**src/rtl/sa_pkg.sv**
```systemverilog
// sa_pkg
//   Shared types and helpers for the systolic-array tile sequencer.
//   - sa_seq_state_e : sequencer FSM state encoding
//   - drain_cycles() : cycles from the last accepted beat until every cell
//                      has folded its final product into its accumulator
package sa_pkg;

  typedef enum logic [2:0] {
    S_IDLE,
    S_CLEAR,
    S_STREAM,
    S_DRAIN,
    S_DONE
  } sa_seq_state_e;

  // The last beat needs ROWS+COLS-1 hops to reach the far corner cell.
  // After that it needs MAC_LAT cycles to multiply, one cycle to write the
  // accumulator, and ACC_STAGES valid stages. One more cycle gives margin so
  // that done is never seen before the corner result has settled.
  function automatic int drain_cycles(input int rows, input int cols,
                                      input int mac_lat, input int acc_stages);
    return rows + cols - 1 + mac_lat + 1 + acc_stages + 1;
  endfunction

endpackage

```
**src/rtl/sa_skew_line.sv**
```systemverilog
// sa_skew_line
//   Fixed-depth shift register carrying a {valid, data} pair. It delays one
//   array-edge lane by DEPTH cycles. The synchronous flush clears every
//   stage so that an aborted job leaves no valid beats in flight.
// Ports
//   clk       in   1     clock
//   rst_n     in   1     async active-low reset
//   flush     in   1     sync clear of all stages (wins over shifting)
//   in_vld    in   1     lane valid entering the line
//   in_data   in   W     lane data entering the line
//   out_vld   out  1     valid after DEPTH cycles
//   out_data  out  W     data after DEPTH cycles
module sa_skew_line #(
  parameter int W     = 8,
  parameter int DEPTH = 1
) (
  input  logic         clk,
  input  logic         rst_n,
  input  logic         flush,
  input  logic         in_vld,
  input  logic [W-1:0] in_data,
  output logic         out_vld,
  output logic [W-1:0] out_data
);

  logic [DEPTH-1:0] vld_sr;
  logic [W-1:0]     data_sr [DEPTH];

  always_ff @(posedge clk or negedge rst_n) begin
    if (!rst_n) begin
      vld_sr <= '0;
      for (int i = 0; i < DEPTH; i++) data_sr[i] <= '0;
    end else if (flush) begin
      vld_sr <= '0;
      for (int i = 0; i < DEPTH; i++) data_sr[i] <= '0;
    end else begin
      vld_sr[0]  <= in_vld;
      data_sr[0] <= in_data;
      for (int i = 1; i < DEPTH; i++) begin
        vld_sr[i]  <= vld_sr[i-1];
        data_sr[i] <= data_sr[i-1];
      end
    end
  end

  assign out_vld  = vld_sr[DEPTH-1];
  assign out_data = data_sr[DEPTH-1];

endmodule

```
**src/rtl/sa_tile_sequencer.sv**
```systemverilog
// sa_tile_sequencer
//   Runs one output tile on a ROWS x COLS grid of FP8 MAC cells. It clears
//   the accumulators, then accepts k_len paired A/B operand beats with at
//   least BEAT_GAP cycles between them. It skews each beat onto the array
//   edges, waits for the pipeline to drain, and then pulses done.
// Ports
//   clk, rst_n                 clock, async active-low reset
//   start, abort               job request (IDLE only), sync job kill
//   k_len, mode_fp8_i,
//   out_bf16_i                 job config, sampled with start
//   a_vld/a_data/a_rdy         A column-vector beat (ROWS lanes of 8 bits)
//   b_vld/b_data/b_rdy         B row-vector beat (COLS lanes of 8 bits)
//   row_a_data/row_a_vld       skewed A onto the west edge (lane r delayed r+1)
//   col_b_data/col_b_vld       skewed B onto the north edge (lane c delayed c+1)
//   acc_clear, acc_en          accumulator controls broadcast to all cells
//   mode_fp8, out_bf16_en      latched format controls
//   busy, done                 not-IDLE flag, 1-cycle tile-complete pulse
//
// State table
//   state    | meaning
//   S_IDLE   | waiting for start; outputs quiet
//   S_CLEAR  | acc_clear high for one cycle; config already latched
//   S_STREAM | acc_en high; accepting paired A/B beats, gap-limited
//   S_DRAIN  | acc_en high; last beat propagating through the array
//   S_DONE   | done pulse; acc_en low; start ignored
module sa_tile_sequencer
  import sa_pkg::*;
#(
  parameter int ROWS       = 4,
  parameter int COLS       = 4,
  parameter int K_W        = 8,
  parameter int MAC_LAT    = 1,
  parameter int ACC_STAGES = 1,
  parameter int BEAT_GAP   = MAC_LAT + 1
) (
  input  logic              clk,
  input  logic              rst_n,
  input  logic              start,
  input  logic              abort,
  input  logic [K_W-1:0]    k_len,
  input  logic              mode_fp8_i,
  input  logic              out_bf16_i,
  input  logic              a_vld,
  input  logic [ROWS*8-1:0] a_data,
  output logic              a_rdy,
  input  logic              b_vld,
  input  logic [COLS*8-1:0] b_data,
  output logic              b_rdy,
  output logic [ROWS*8-1:0] row_a_data,
  output logic [ROWS-1:0]   row_a_vld,
  output logic [COLS*8-1:0] col_b_data,
  output logic [COLS-1:0]   col_b_vld,
  output logic              acc_clear,
  output logic              acc_en,
  output logic              mode_fp8,
  output logic              out_bf16_en,
  output logic              busy,
  output logic              done
);

  localparam int DRAIN_CYC = drain_cycles(ROWS, COLS, MAC_LAT, ACC_STAGES);
  localparam int DRAIN_W   = $clog2(DRAIN_CYC);
  localparam int GAP_W     = (BEAT_GAP > 1) ? $clog2(BEAT_GAP) : 1;

  sa_seq_state_e      state;
  logic [K_W-1:0]     k_len_q;
  logic [K_W-1:0]     beat_cnt;
  logic [GAP_W-1:0]   gap_cnt;
  logic [DRAIN_W-1:0] drain_cnt;

  logic accept;
  logic flush;
  logic last_beat;

  // A and B are consumed only as a pair, so both ready flags are the same signal.
  assign accept    = (state == S_STREAM) && a_vld && b_vld && (gap_cnt == '0);
  assign a_rdy     = accept;
  assign b_rdy     = accept;
  assign flush     = abort && (state != S_IDLE);
  assign last_beat = (beat_cnt == k_len_q - K_W'(1));

  always_ff @(posedge clk or negedge rst_n) begin
    if (!rst_n) begin
      state       <= S_IDLE;
      k_len_q     <= '0;
      beat_cnt    <= '0;
      gap_cnt     <= '0;
      drain_cnt   <= '0;
      mode_fp8    <= 1'b0;
      out_bf16_en <= 1'b0;
      acc_clear   <= 1'b0;
      acc_en      <= 1'b0;
      busy        <= 1'b0;
      done        <= 1'b0;
    end else begin
      acc_clear <= 1'b0;
      done      <= 1'b0;
      if (flush) begin
        // Clear the accumulators on the way out so that a partial tile is never left behind.
        state     <= S_IDLE;
        acc_clear <= 1'b1;
        acc_en    <= 1'b0;
        busy      <= 1'b0;
      end else begin
        case (state)
          S_IDLE: begin
            if (start) begin
              k_len_q     <= k_len;
              mode_fp8    <= mode_fp8_i;
              out_bf16_en <= out_bf16_i;
              acc_clear   <= 1'b1;
              busy        <= 1'b1;
              state       <= S_CLEAR;
            end
          end
          S_CLEAR: begin
            beat_cnt <= '0;
            gap_cnt  <= '0;
            acc_en   <= 1'b1;
            if (k_len_q == '0) begin
              drain_cnt <= DRAIN_W'(DRAIN_CYC - 1);
              state     <= S_DRAIN;
            end else begin
              state <= S_STREAM;
            end
          end
          S_STREAM: begin
            if (accept) begin
              gap_cnt  <= GAP_W'(BEAT_GAP - 1);
              beat_cnt <= beat_cnt + K_W'(1);
              if (last_beat) begin
                drain_cnt <= DRAIN_W'(DRAIN_CYC - 1);
                state     <= S_DRAIN;
              end
            end else if (gap_cnt != '0) begin
              gap_cnt <= gap_cnt - GAP_W'(1);
            end
          end
          S_DRAIN: begin
            if (drain_cnt == '0) begin
              acc_en <= 1'b0;
              done   <= 1'b1;
              state  <= S_DONE;
            end else begin
              drain_cnt <= drain_cnt - DRAIN_W'(1);
            end
          end
          S_DONE: begin
            busy  <= 1'b0;
            state <= S_IDLE;
          end
          default: begin
            acc_en <= 1'b0;
            busy   <= 1'b0;
            state  <= S_IDLE;
          end
        endcase
      end
    end
  end

  // Non-accept cycles inject zeroed bubbles, so idle lanes carry no stale operands.
  for (genvar r = 0; r < ROWS; r++) begin : g_row_skew
    sa_skew_line #(.W(8), .DEPTH(r + 1)) u_skew (
      .clk      (clk),
      .rst_n    (rst_n),
      .flush    (flush),
      .in_vld   (accept),
      .in_data  (accept ? a_data[8*r +: 8] : 8'h00),
      .out_vld  (row_a_vld[r]),
      .out_data (row_a_data[8*r +: 8])
    );
  end

  for (genvar c = 0; c < COLS; c++) begin : g_col_skew
    sa_skew_line #(.W(8), .DEPTH(c + 1)) u_skew (
      .clk      (clk),
      .rst_n    (rst_n),
      .flush    (flush),
      .in_vld   (accept),
      .in_data  (accept ? b_data[8*c +: 8] : 8'h00),
      .out_vld  (col_b_vld[c]),
      .out_data (col_b_data[8*c +: 8])
    );
  end

endmodule
```
**config.mk**
```make
export PLATFORM = sky130hd
export DESIGN_NAME = sa_tile_sequencer
export DESIGN_NICKNAME = d
export VERILOG_FILES = /design/src/rtl/sa_pkg.sv /design/src/rtl/sa_skew_line.sv /design/src/rtl/sa_tile_sequencer.sv
export SDC_FILE = /design/constraint.sdc
export NUM_CORES = 1
export LEC_CHECK = 0
export CORE_ASPECT_RATIO = 2
export CORE_MARGIN = 8
export CORE_UTILIZATION = 55
export CTS_BUF_LIST = sky130_fd_sc_hd__clkbuf_2 sky130_fd_sc_hd__clkbuf_4 sky130_fd_sc_hd__clkbuf_8
export CTS_CLUSTER_DIAMETER = 80
export CTS_CLUSTER_SIZE = 20
export DETAILED_ROUTE_END_ITERATION = 8
export PLACE_DENSITY = 0.89
export SLEW_MARGIN = 20
export SYNTH_ARGS = -nofsm -noshare
export SYNTH_HDL_FRONTEND = slang
export SYNTH_SLANG_ARGS = --single-unit
```
**constraint.sdc**
```tcl
create_clock -name clk -period 6.3 [get_ports clk]
set_clock_uncertainty 0.2 [all_clocks]
set_input_delay 1.575 -clock clk [delete_from_list [all_inputs] [get_ports clk]]
set_output_delay 1.575 -clock clk [all_outputs]
set_load 0.01 [all_outputs]
```
==> flow_summary.toml <==
[sta]
hold_viol_final = 0
maxSlewHeadroom = 0.433
worst_pin_slew_ns = 0.851
rsz0062_at_grt = "no"
setup_viol = 0
drv_slew = 0
setup-tns-final_ns = 0
period_needed_ns = 4.74
fin_crit_sh = 0.752
fmax_mhz = 211

[clock_network]
clock-root-buffer = "clkbuf_8"
cts_setup_buffers = 0
clkSlewWorstSetupHoldPaths_ns = 0.11
clk_path_buf_depth = 2
cts_tree = "done"
cts_resized = 0
cts.sinks = 194
clkLatencyLatePin_ns = 0.44
hold_buffers = 0
h-tree-depth = 4
numCtsBuffers = 17

[worst_setup_path]
worstSetupPathType = "in -> out"
start_kind = "input port"
r2r-start = "state[2]"
reg2reg_setup_slack_ns = 3.51
crit_top_cell = "clkdlybuf4s50_1"
cp-end-kind = "output port"
cp_cell_sequence = "clkdlybuf4s50_1, nand3b_1, nor2_1, clkdlybuf4s50_1"
crit_cells = 4
worstSetupEndpoint = "a_rdy"
arrival_ns = 2.96
cpPeakStageDelay_ns = 0.57
worstPathMaxFanout = 4
r2r_end = "beat_cnt[7]"
worst-path-buf-inv = 2
rr_worst_depth = 6
crit_start = "a_vld"
slowest_stage = "clkdlybuf4s50_1"
crit_family = "buffers and inverters"
crit_required_ns = 4.53

[synth]
synth_edf_count = 0
synth_seq_cells = 194
synth_nets = 657
ys_seq_area_frac = 0.664
yosysTopAreaCell = "dfrtp_1"
ys.flop_type = "dfrtp_1"
yosysWarningCount = 0
synth_common_cells = "dfrtp_1 (194), and2_1 (164), buf_4 (58), clkbuf_1 (22), nor2_1 (17)"
avgSynthCellArea_um2 = 12.8
synth_area_leaders = "dfrtp_1 (66%), and2_1 (14%), buf_4 (6.0%), mux2_2 (1.4%), clkbuf_1 (1.1%)"
synth_cell_types = 44
netlist.area_leader.share = 0.664
synthesis.area_um2 = 7310
synthCells = 572
async_flop_share = 1.00
yosysMostFrequentCell = "dfrtp_1"

[outcome]
outcome = "completed"

[drt]
vias = 4161
drc = 0
drtIter0Drc = 203
via_per_inst = 4.95
antenna_left = 0
drt-total-wl_um = 13800
wire_per_inst_um = 16.5
dr.pass1.iters = 4

[global_routing]
grt_usage = 0.164
antenna_found_initial = 0
grt_pass1_wl_um = 22700
grt-ovfl-total = 0
grt_max_degree = 101
grt_pass1_vias = 4593

[placed_design]
hpwl_um = 10400
place.gp.congestion = 0.859
io_buffers = 159

[power_and_ir_drop]
p_leak_nw = 4.34
max-vdd-ir-drop_mv = 0.221
powerDensity_nw_per_um2 = 296

[finish]
antenna_cells = 0
syn_to_final_growth_pct = 23.6
nNetsFinal = 760
utilization = 0.696
drive_gt1_frac = 0.0828

[floorplanning]
placeableCoreArea_um2 = 13000
row_count = 59
die_x_um = 97.5
dieArea_um2 = 17500
io_pins = 160
die_height_um = 179
start_util = 0.563

[hold_path]
hold_path_class = "reg -> reg"

[run]
maxCapViolations = 0
-- state kept, by name, indices dropped and copies added (netlist names) --
register / cells
k_len_q: 8
g_col_skew.u_skew.out_data: 32
drain_cnt: 4
out_bf16_en: 1
acc_clear: 1
g_row_skew.u_skew.out_data: 32
g_col_skew.u_skew.vld_sr: 4
g_col_skew.u_skew.data_sr: 48
mode_fp8: 1
acc_en: 1
beat_cnt: 8
done: 1
busy: 1
state: 3
g_row_skew.u_skew.data_sr: 48
gap_cnt: 1
-- layout make-up --
| class | instances | area [µm²] |
|---|---|---|
| Fill cell | 907 | 3950 |
| Clock inverter | 14 | 158 |
| Sequential cell | 194 | 4850 |
| Inverter | 8 | 30.0 |
| Tap cell | 152 | 190 |
| Multi-Input combinational cell | 289 | 1930 |
| Clock buffer | 18 | 241 |
| Timing Repair Buffer | 165 | 1640 |
-- power by group --
part           leakage (nW)  internal, mW  switching (mW)
Sequential             2.67          1.32          0.0804
Clock                 0.207         0.339           0.447
Combinational          1.47         0.238           0.248
-- worst min path at each step --
stage | start | endpoint | depth (start not counted)
final | g_col_skew[2].u_skew.data_sr[13] | g_col_skew[2].u_skew.out_data[5] | 1
after global routing | g_col_skew[2].u_skew.data_sr[13] | g_col_skew[2].u_skew.out_data[5] | 1
after CTS | g_row_skew[1].u_skew.data_sr[9] | g_row_skew[1].u_skew.out_data[1] | 1
after detailed placement | g_row_skew[3].u_skew.data_sr[19] | g_row_skew[3].u_skew.data_sr[11] | 1
after global placement | g_col_skew[3].u_skew.data_sr[26] | g_col_skew[3].u_skew.data_sr[18] | 1
after floorplan | g_col_skew[1].u_skew.data_sr[8] | g_col_skew[1].u_skew.out_data[0] | 1
-- placed cells by master, fill, tap and decap left out, types with 2 or more instances in the layout --
cell type        count
clkdlybuf4s50_1    158
xnor2_1              8
nor4_1               2
inv_1                8
and3_1               2
nand2_1              9
inv_6                5
mux2i_1              2
o22a_1               2
dfrtp_1            194
nand2b_1             6
nand3_1              3
o21ai_0             10
a21oi_1              4
a31oi_1              2
nor3_1               7
mux2_2               9
clkinv_4             2
nor3b_1              2
nor2_1              17
buf_4                6
inv_8                4
and2_1             164
nand4_1              3
clkbuf_8            18
nand3b_1             2
xor2_1               7
ha_1                 5
o21ai_1              2
or3_1                2
-- worst register-to-register path, delay by kind of cell, from the launching register on --
family	cells	cell delay, ns
and+or+nand+nor	4	1.38
DFF	1	0.56
AOI/OAI and AO/OA	1	0.39
xor gates and xnor gates	1	0.16
-- layer usage --
layer / vias to the layer above / routed length (µm) / share of wire / track usage
met3: 26 / 732 / 0.053 / 0.0579
met2: 132 / 7890 / 0.57 / 0.300
met5: - / 0 / 0 / 0
met1: 2042 / 4830 / 0.35 / 0.164
li1: 1961 / - / - / -
met4: 0 / 382 / 0.028 / 0.0699
-- cell families (layout without fill, tap and decap cells) --
logic type / Yosys count / in the layout / share of synthesized area
AO/OA/AOI/OAI: 32 / 32 / 0.0303
XOR/XNOR: 15 / 15 / 0.0180
adder cells (fa/ha/maj): 5 / 5 / 0.00855
buffers and inverters: 89 / 205 / 0.0765
flip-flops: 194 / 194 / 0.664
multiplexers: 11 / 11 / 0.0166
AND/OR/NAND/NOR: 226 / 226 / 0.186
-- metrics by stage --
stage / total power [mW] / worst slack, ns / cell area, µm² / hold WS [ns] / cells
after floorplan: 1.71 / 2.43 / 7310 / 0.228 / 572
after global placement: 1.88 / 1.56 / 8640 / 0.231 / 808
after detailed placement: 1.92 / 1.55 / 8640 / 0.234 / 808
after CTS: 2.71 / 1.53 / 9040 / 0.249 / 840
after global routing: 2.82 / 1.49 / 9040 / 0.255 / 840
final: 2.68 / 1.56 / 9040 / 0.247 / 840
Note: power is estimated with default switching activity, not from simulation.
